[src/rtl/nbcac_tx_stream_encoder.sv]
// nbcac_tx_stream_encoder: buffers 12-bit words and launches registered 17-bit NBCAC codewords onto the bus.
// Latency: word accepted at edge N is on codeout after edge N+1; one word per cycle sustained.
// Backpressure: din_ready = FIFO not full (registered count only); codeout/code_valid hold while code_ready is low.
//
// Ports: clock, rst_n (async, active-low); din/din_valid/din_ready input handshake;
//        codeout[17:1]/code_valid/code_ready output handshake; words_sent completed-handshake counter;
//        chk_err sticky loopback mismatch flag.
// Optional loopback checker: define NBCAC_LOOPBACK_CHECK_EN to build the decoder and drive chk_err.
//
// Code: the 17-bit codewords are the forbidden-pattern-free words (no 010 / 101 anywhere), and data value d
// maps to the d-th such word in ascending order, so the all-zero word encodes 0.

package nbcac_fpf_pkg;
  // Number of legal tails of length k when the next bit may take either value (1,2,3,5,8,...).
  function automatic logic [12:0] fpf_free(input int k);
    int a, b, t;
    a = 1;
    b = 2;
    for (int i = 1; i < k; i++) begin
      t = a + b;
      a = b;
      b = t;
    end
    fpf_free = (k == 0) ? 13'(a) : 13'(b);
  endfunction

  // Legal tails of length k right after a bit that differs from its predecessor (next bit must repeat).
  function automatic logic [12:0] fpf_forced(input int k);
    fpf_forced = (k == 0) ? 13'd1 : fpf_free(k - 1);
  endfunction

  // Words skipped by placing a 1 instead of a 0 at unconstrained position j (0 = MSB).
  function automatic logic [12:0] fpf_zero_cnt(input int j, input logic last);
    fpf_zero_cnt = (j == 0 || !last) ? fpf_free(16 - j) : fpf_forced(16 - j);
  endfunction
endpackage

// nbcac_12di_encoder_core: maps a 12-bit word to its 17-bit forbidden-pattern-free codeword.
// Latency: combinational.
// Backpressure: none.
module nbcac_12di_encoder_core (
  input  logic [11:0] din_i,
  output logic [17:1] code_o
);
  import nbcac_fpf_pkg::*;

  logic [12:0] rem;
  logic [12:0] c0;
  logic        last, prev, bit_v;

  // Greedy unranking from the MSB: emit 0 while the remaining index fits in the 0-branch.
  always_comb begin
    rem    = {1'b0, din_i};
    code_o = '0;
    c0     = '0;
    last   = 1'b0;
    prev   = 1'b0;
    bit_v  = 1'b0;
    for (int j = 0; j < 17; j++) begin
      if (j >= 2 && last != prev) begin
        bit_v = last;  // a flip must be followed by a repeat
      end else begin
        c0 = fpf_zero_cnt(j, last);
        if (rem < c0) begin
          bit_v = 1'b0;
        end else begin
          bit_v = 1'b1;
          rem   = rem - c0;
        end
      end
      code_o[17-j] = bit_v;
      prev = last;
      last = bit_v;
    end
  end
endmodule

`ifdef NBCAC_LOOPBACK_CHECK_EN
// nbcac_12di_decoder_core: ranks a 17-bit codeword back to its 12-bit word; flags illegal words.
// Latency: combinational.
// Backpressure: none.
module nbcac_12di_decoder_core (
  input  logic [17:1] code_i,
  output logic [11:0] data_o,
  output logic        illegal_o
);
  import nbcac_fpf_pkg::*;

  logic [12:0] rank;
  logic        last, prev, bit_v, bad;

  always_comb begin
    rank  = '0;
    bad   = 1'b0;
    last  = 1'b0;
    prev  = 1'b0;
    bit_v = 1'b0;
    for (int j = 0; j < 17; j++) begin
      bit_v = code_i[17-j];
      if (j >= 2 && last != prev) begin
        if (bit_v != last) bad = 1'b1;
      end else if (bit_v) begin
        rank = rank + fpf_zero_cnt(j, last);
      end
      prev = last;
      last = bit_v;
    end
    data_o    = rank[11:0];
    illegal_o = bad | rank[12];  // ranks above 4095 are legal patterns no data word produces
  end
endmodule
`endif

module nbcac_tx_stream_encoder #(
  parameter int FIFO_DEPTH = 4,
  parameter int CNT_W      = 16
) (
  input  logic             clock,
  input  logic             rst_n,
  input  logic [11:0]      din,
  input  logic             din_valid,
  output logic             din_ready,
  output logic [17:1]      codeout,
  output logic             code_valid,
  input  logic             code_ready,
  output logic [CNT_W-1:0] words_sent,
  output logic             chk_err
);
  localparam int              PTR_W   = $clog2(FIFO_DEPTH);
  localparam logic [PTR_W:0]  DEPTH_C = (PTR_W+1)'(FIFO_DEPTH);

  logic [11:0]      mem_q [FIFO_DEPTH];
  logic [PTR_W-1:0] wr_ptr_q, wr_ptr_d, rd_ptr_q, rd_ptr_d;
  logic [PTR_W:0]   count_q, count_d;
  logic [17:1]      codeout_q, codeout_d;
  logic             code_valid_q, code_valid_d;
  logic [CNT_W-1:0] words_sent_q, words_sent_d;
  logic [11:0]      head;
  logic [17:1]      enc_word;
  logic             push, pop;

  assign din_ready  = (count_q != DEPTH_C);
  assign codeout    = codeout_q;
  assign code_valid = code_valid_q;
  assign words_sent = words_sent_q;
  assign head       = mem_q[rd_ptr_q];

  nbcac_12di_encoder_core u_enc (.din_i(head), .code_o(enc_word));

  always_comb begin
    push         = din_valid && din_ready;
    pop          = (count_q != '0) && (!code_valid_q || code_ready);
    wr_ptr_d     = push ? wr_ptr_q + PTR_W'(1) : wr_ptr_q;
    rd_ptr_d     = pop ? rd_ptr_q + PTR_W'(1) : rd_ptr_q;
    count_d      = count_q;
    if (push && !pop)      count_d = count_q + (PTR_W+1)'(1);
    else if (!push && pop) count_d = count_q - (PTR_W+1)'(1);
    // Without a pop the bus keeps its last codeword; only the valid flag drops once consumed.
    codeout_d    = pop ? enc_word : codeout_q;
    code_valid_d = pop ? 1'b1 : (code_valid_q && !code_ready);
    words_sent_d = (code_valid_q && code_ready) ? words_sent_q + CNT_W'(1) : words_sent_q;
  end

  always_ff @(posedge clock or negedge rst_n) begin
    if (!rst_n) begin
      wr_ptr_q     <= '0;
      rd_ptr_q     <= '0;
      count_q      <= '0;
      codeout_q    <= '0;
      code_valid_q <= 1'b0;
      words_sent_q <= '0;
    end else begin
      wr_ptr_q     <= wr_ptr_d;
      rd_ptr_q     <= rd_ptr_d;
      count_q      <= count_d;
      codeout_q    <= codeout_d;
      code_valid_q <= code_valid_d;
      words_sent_q <= words_sent_d;
    end
  end

  // Storage needs no reset: count/pointers decide what is valid.
  always_ff @(posedge clock) begin
    if (push) mem_q[wr_ptr_q] <= din;
  end

`ifdef NBCAC_LOOPBACK_CHECK_EN
  logic [11:0] shadow_q;
  logic [11:0] lb_data;
  logic        lb_illegal;
  logic        chk_err_q;

  // Decodes the bus-side value so an override on codeout is seen by the checker.
  nbcac_12di_decoder_core u_dec (.code_i(codeout), .data_o(lb_data), .illegal_o(lb_illegal));

  always_ff @(posedge clock or negedge rst_n) begin
    if (!rst_n) begin
      shadow_q  <= '0;
      chk_err_q <= 1'b0;
    end else begin
      if (pop) shadow_q <= head;
      if (code_valid_q && (lb_illegal || lb_data != shadow_q)) chk_err_q <= 1'b1;
    end
  end

  assign chk_err = chk_err_q;
`else
  assign chk_err = 1'b0;
`endif
endmodule

[config.mk]
export PLATFORM = sky130hd
export DESIGN_NAME = nbcac_tx_stream_encoder
export DESIGN_NICKNAME = d
export VERILOG_FILES = /design/src/rtl/nbcac_tx_stream_encoder.sv
export SDC_FILE = /design/constraint.sdc
export NUM_CORES = 1
export LEC_CHECK = 0
export ABC_AREA = 1
export ABC_CLOCK_PERIOD_IN_PS = 24800
export CORE_MARGIN = 1
export CORE_UTILIZATION = 40
export CTS_BUF_LIST = sky130_fd_sc_hd__clkbuf_8 sky130_fd_sc_hd__clkbuf_16
export DETAILED_ROUTE_END_ITERATION = 8
export PLACE_DENSITY = 0.63
export SLEW_MARGIN = 20
export SYNTH_ARGS = -nofsm -noshare
export SYNTH_HDL_FRONTEND = slang
export SYNTH_SLANG_ARGS = --single-unit
[constraint.sdc]
create_clock -name clock -period 24.8 [get_ports clock]
set_clock_uncertainty 0.05 [all_clocks]
set_input_delay 3.72 -clock clock [delete_from_list [all_inputs] [get_ports clock]]
set_output_delay 3.72 -clock clock [all_outputs]
set_load 0.1 [all_outputs]
# --- Word-level counts from Yosys, hierarchy flattened ---
# Memories as Yosys holds them, arrays and structs flattened.
# Index checks and enable logic that the tools add are counted.
word_totals:
  regBits: 41
  ram_bits: 48
  input_bits: 16
  output_inout_bits: 36
  wordCells: 156
  mem_count: 1
classes:
  n_addsub: 21
  order_cmp: 17
  eq_ne: 16
  muxes: 82
  reduce_logical: 13
memory_table:
  columns: ["memory", "depth", "width", "rd", "rd_clocked_by_memory_dff", "wr", "line_no", "rtl"]
  rows:
  - ["mem_q", 4, 12, 1, 0, 1, "132", "logic [11:0] mem_q [FIFO_DEPTH];"]
op_table:
  columns: ["operator", "count"]
  rows:
  - ["$mux W13", 30]
  - ["$lt A13 B13 Y1", 15]
  - ["$sub A13 B13 Y13", 15]
  - ["$mux W1", 36]
  - ["$mux W9", 2]
  - ["$add A16 B1 Y16 const B", 1]
  - ["$ne A1 B1 Y1", 15]
  - ["$mux W7", 2]
  - ["$lt A13 B1 Y1 const B", 1]
  - ["$sub A12 B12 Y13 const B", 1]
  - ["$lt A12 B12 Y1 const B", 1]
  - ["$mux W3", 4]
  - ["$mux W11", 1]
  - ["$mux W10", 1]
  - ["$mux W5", 2]
  - ["$mux W8", 1]
  - ["$logic_and A1 B1 Y1", 6]
  - ["$mux W6", 1]
  - ["$add A2 B1 Y2 const B", 2]
  - ["$logic_not A1 Y1", 4]
  - ["$mux W4", 1]
  - ["$add A3 B1 Y3 const B", 1]
  - ["$ne A3 B3 Y1 const B", 1]
  - ["$reduce_bool A3 Y1", 1]
  - ["other kinds (4)", 4]

# --- Longest topological paths before layout ---
# An unclocked memory read counts as a cell.
logic_depth:
  depth_word: 63
  ltp_mapped: 199
  mapped_depth_nobuf: 190

# --- Hierarchy ---
# A second synthesis with hierarchy kept.
unflattened:
  cells_unflattened: 2407
  hier_area_um2: 15581.2
by_module_without_submodules:
  columns: ["module", "instances", "cells_each", "area_each_um2", "seq_area_each_um2"]
  rows:
  - ["nbcac_12di_encoder_core", 1, 2075, 11793.8, 0.0]
  - ["nbcac_tx_stream_encoder", 1, 332, 3787.4, 2467.4]

# --- Worst setup path after synthesis ---
# No wires, ideal clock.
synth_path:
  kind: "flip-flop to flip-flop"
  start: "register rd_ptr_q[0]"
  end: "register codeout_q, in the netlist codeout[1]"
  setup_time_ns: 0.120
  arrival_ns: 21.987
  required_time_ns: 24.630
  path_slack_ns: 2.643
  stages_incl_launch_ff: 171
  path_buffers: 11
  period_less_slack_ns: 22.157
  path_cell_list: "dfrtp_1 > buf_6 > inv_8 > buf_8 > buf_8 > nand2_2 > nand3_2 > nand2_4 > ha_1 > inv_1 > nand3_2 > o21ai_4 > nand2_2 > buf_6 > o21ai_0 > xor2_1 > inv_1 > ha_1 > [... 135 more ...] > nand3_4 > buf_6 > nand2_2 > inv_2 > a21oi_1 > inv_1 > ha_1 > a21oi_1 > nand2_2 > nor2_1 > nand3_2 > buf_6 > nand3_1 > nand4_1 > nor2_1 > nand2_1 > nand2_1 > nand2_1"
synth_via:
  word_cells_on_any_way: 126
  classes_between: "add/sub (16); order compare (17); eq/ne (15); mux (77); memory (1)"
synth_rtl:
  columns: ["element", "line_no", "rtl"]
  rows:
  - ["from (decl)", "133", "logic [PTR_W-1:0] wr_ptr_q, wr_ptr_d, rd_ptr_q, rd_ptr_d;"]
  - ["from (signal assigned)", "174", "rd_ptr_q <= rd_ptr_d;"]
  - ["$mem_v2 Z4 W12 (*)", null, null]
  - ["$lt A12 B12 Y1 (*)", "64", "if (rem < c0) begin"]
  - ["$mux W1 (*)", "64", null]
  - ["via enc_word (one bit)", "139", "logic [17:1] enc_word;"]
  - ["$ne A1 B1 Y1 (*)", "60", "if (j >= 2 && last != prev) begin"]
  - ["$mux W1", "60", null]
  - ["$mux W10", "34", "fpf_zero_cnt = (j == 0 || !last) ? fpf_free(16 - j) : fpf_forced(16 - j);"]
  - ["$lt A13 B13 Y1", "64", null]
  - ["[... 6 more ...]", null, null]
  - ["via enc_word (one bit)", "139", null]
  - ["[... 4 more ...]", null, null]
  - ["via enc_word (one bit)", "139", null]
  - ["[... 20 more ...]", null, null]
  - ["via enc_word (one bit)", "139", null]
  - ["[... 16 more ...]", null, null]
  - ["via enc_word (one bit)", "139", null]
  - ["$mux W2", "34", null]
  - ["$sub A13 B13 Y13 or $lt A13 B13 Y1 (tied branches)", "68, 64", null]
  - ["$mux W13", "64", null]
  - ["$mux W13", "60", null]
  - ["$lt A13 B1 Y1", "64", null]
  - ["$mux W1", "64", null]
  - ["$mux W1 (*)", "60", null]
  - ["to (signal assigned)", "176", "codeout_q <= codeout_d;"]
  - ["to (decl)", "135", "logic [17:1] codeout_q, codeout_d;"]
# Mark *: on every way through the listed nets, which the timed path passes. The rest lies on a longest branch.
# A chain may end at the register's enable or synchronous reset.

# --- Final worst setup path ---
layout_path:
  start: "register rd_ptr_q[0]"
  end: "register codeout_q, in the netlist codeout[1]"
layout_via:
  elab_chain_len: 63
  word_cells_on_any_way: 126
  classes_between: "add/sub (16); order compare (17); eq/ne (15); mux (77); memory (1)"
layout_rtl:
  columns: ["element", "line_no"]
  rows:
  - ["$mem_v2 Z4 W12 (*)", null]
  - ["$sub A12 B12 Y13 or $lt A12 B12 Y1 (tied branches)", "68, 64"]
  - ["$mux W13 or $mux W11 (tied branches)", "64, 34"]
  - ["$sub A13 B13 Y13 or $lt A13 B13 Y1 (tied branches)", "68, 64"]
  - ["$mux W13 or $mux W9 (tied branches)", "64, 34"]
  - ["$lt A13 B13 Y1", "64"]
  - ["$mux W1", "64"]
  - ["$mux W1", "60"]
  - ["[... 12 more ...]", null]
  - ["via enc_word (one bit)", "139"]
  - ["[... 16 more ...]", null]
  - ["via enc_word (one bit)", "139"]
  - ["[... 20 more ...]", null]
  - ["via enc_word (one bit)", "139"]
  - ["$mux W2", "34"]
  - ["$sub A13 B13 Y13 or $lt A13 B13 Y1 (tied branches)", "68, 64"]
  - ["$mux W13", "64"]
  - ["$mux W13", "60"]
  - ["$lt A13 B1 Y1", "64"]
  - ["$mux W1", "64"]
  - ["$mux W1 (*)", "60"]
# Marked as above.

==> impl_results.md <==
* Outcome: finished, final reports clean
* Die area at 0.03765 mm2
* Hold WC Path Type: reg2reg
* Final Cycle Share at 93.11%
* Hold Buf Count CTS at 0
* Fin crit period at 23.09 ns
* Sequential fraction of the synthesis area at between 10% and 20%
* Rows at 69
* Final hold vios at 0
* Slew HR at 30.79%
* Starting density of the core at 41.08%
* Worst setup EP type: register
* Antenna Violating Nets Remaining at 0
* Post-synthesis cell count at 2282
* Iter 0 DRT Violations at 983
* Final Core Density at 46.09%
* Hold depth at 1
* Distinct cells, synth at 70
* Max-cap violations at 0
* # port buffers at 50
* Pins over their slew limit at 0
* M2 GR Usage at a little over a third
* RePlAce Congestion at 0.9220
* Worst reg2reg endpoint: codeout[1]$_DFFE_PN0P_
* Worst r2r src: rd_ptr_q[0]$_DFFE_PN0P_
* Vias in the first global route at 13.73k
* All-Layer GR Usage at 21.54%
* GRT busiest layer: met2
* Count leader, synth: nand2_1
* Grt met1 use at 29.66%
* EDFF count, synth at 48
* Drt drc at 0
* Slowest cell on crit path: dfrtp_2
* Num CTS Buffers at 9
* Synth area leaders: nand2_1 (17%), edfxtp_1 (9.8%), nand3_1 (7.8%)
* Largest net degree at the start of global routing at 42
* CP peak stage delay at 0.49 ns
* Share of the synthesized area in the top cell type at 17.20%
* Share of cells above drive strength 1 at 22.50%
* Hold Path End: words_sent[15]$_DFFE_PN0P_
* Vias per inst at 5.135
* GR Util met3 at approximately 2.1%
* N_diodes at 0
* Maximum clock rate at between 0.04 and 0.05 GHz
* Main synth FF type: edfxtp_1
* First-pass DRT Iterations at 5
* Clk slew on worst S/H paths at 0.08 ns
* Global-route congestion overflow total at 0
* Placeable Area at 0.03591 mm2
* Die X at 194.0 um
* R2r setup slk at 1.71 ns
* Ys async rst share at 46.07%
* Synthesized Nets at approximately 2.4k
* Routed WL per cell at 14.48 um
* Commonest cells post-synth: nand2_1 (676), inv_1 (275), nand3_1 (230), nor2_1 (177), nand2_2 (125)
* Startpoint Class: register
* FF+latch count, synth at just under 90
* DR vias at 14.55k
* Cell count of the worst reg-to-reg path at 165
* # fillers at 3714
* HPWL after detailed placement at around 33000 um
* Most used cell, CP: inv_1
* # setup viols final at 0
* First-pass GRT wire length at 67600 um
* Mapped cell area at between 0.01 and 0.015 mm2
* Crit path arrival time at around 23 ns
* Worst Path Required at 25.02 ns
* Worst hold slack at 0.4217 ns
* Io pins at between 50 and 60
* Max Root-Sink Buffers at 2
* Fin Setup TNS at 0 ns
* Root buffer cell: clkbuf_16
* Hold path startpoint: words_sent[15]$_DFFE_PN0P_
* Clk Latency, worst-skew pair at 0.37 ns
* Crit Path Max Fanout at 16
* Syn Area/Cell at 6.465 um2
* Htree depth at 3
* Leading area contributor after synthesis: nand2_1
* Nets at approximately 2.5k
* Area delta synth->final at 12.20%
* Final Routed Wirelength at between 40000 and 50000 um
* Initial antenna violation count at 0
* Clock sinks at 89
* Critical path class: reg2reg
* CTS tree: done
* Actual slew at the worst max-slew pin at 1.035 ns
* Warnings from Yosys at 0
* DIE HEIGHT at 194.0 um
[cell usage in the layout, fill, tap and decap left out, types with 20 or more instances in the layout]
master	instances
clkdlybuf4s50_1	49
nor2_2	30
nand4_1	67
o21ai_1	20
dfrtp_1	40
edfxtp_1	48
nand2_1	674
nand3_1	228
xor2_1	52
buf_4	56
nand2_4	46
nand3b_1	22
nand2_2	123
inv_2	63
ha_1	56
nor2_1	169
a21oi_1	47
o21ai_0	37
inv_1	273
nand3_2	48
nor2_4	21
[cell families (layout without fill, tap and decap cells)]
family	after synthesis	after routing	synth area share, %
XOR/XNOR	77	77	4.800
flip-flops	89	89	16.72
AO/OA/AOI/OAI	157	157	6.590
buffers and inverters	391	481	12.20
multiplexers	2	2	0.1526
other	1	1	0.02542
adder cells (fa/ha/maj)	71	71	6.276
AND/OR/NAND/NOR	1494	1495	53.24
[worst max-delay path by stage]
stage / start / endpoint / slack [ns] / depth (start not counted)
CTS: rd_ptr_q[0]$_DFFE_PN0P_ / codeout[1]$_DFFE_PN0P_ / 0.05 / 169
finish: rd_ptr_q[0]$_DFFE_PN0P_ / codeout[1]$_DFFE_PN0P_ / 1.71 / 165
detailed placement: rd_ptr_q[0]$_DFFE_PN0P_ / codeout[1]$_DFFE_PN0P_ / -0.55 / 164
global route: rd_ptr_q[0]$_DFFE_PN0P_ / codeout[1]$_DFFE_PN0P_ / -0.14 / 177
global placement: rd_ptr_q[0]$_DFFE_PN0P_ / codeout[1]$_DFFE_PN0P_ / 0.13 / 166
floorplan: rd_ptr_q[0]$_DFFE_PN0P_ / codeout[1]$_DFFE_PN0P_ / 2.64 / 170
[critical path, delay by kind of cell, from the launching register on]
family	cells	cell delay, ns
buffers and inverters	36	3.24
XOR/XNOR	6	1.07
adder cells (fa/ha/maj)	16	4.90
flip-flops	1	0.49
AND/OR/NAND/NOR	87	9.82
AO/OA/AOI/OAI	20	3.36
[flip-flops by register name, summed over array words and instances, names as in the netlist]
signal / flops
code_valid: 1
codeout: 17
count_q: 3
mem_q: 48
rd_ptr_q: 2
words_sent: 16
wr_ptr_q: 2
[area by class of cell]
class,count,area (um2),area share [%]
Clock inverter,7,76.32,0.4611
Timing Repair inverter,1,6.256,0.03780
Clock buffer,9,225.2,1.361
Inverter,358,1420,8.580
Timing Repair Buffer,106,915.9,5.533
Sequential cell,89,2469,14.91
Tap cell,461,576.8,3.485
Multi-Input combinational cell,1803,10860,65.63
[timing repair]
item	4_1_cts	5_1_grt
hold endpoints to repair	0	0
pin swaps	2	17
buffers inserted	1	38
cloned	2	0
setup endpoints to repair	2	3
gates resized for setup	11	69
[through the flow]
| step | worst slack [ns] | std cells | area [um2] |
|---|---|---|---|
| 2_1_floorplan | 2.643 | 2282 | 14750 |
| 3_3_place_gp | 0.1302 | 2777 | 15570 |
| 3_5_place_dp | -0.5529 | 2777 | 15570 |
| 4_1_cts | 0.05110 | 2796 | 15930 |
| 5_1_grt | -0.1439 | 2834 | 16550 |
| 6_report | 1.709 | 2834 | 16550 |
[metal layers]
metal	part of all wire (%)	wire length, um
met5	0	0
met4	1.5	610
met3	3.5	1438
met2	46	18960
met1	49	20040
Power is not shown: default switching activity piles up to over one toggle a cycle in this logic, so the estimate is an artifact.
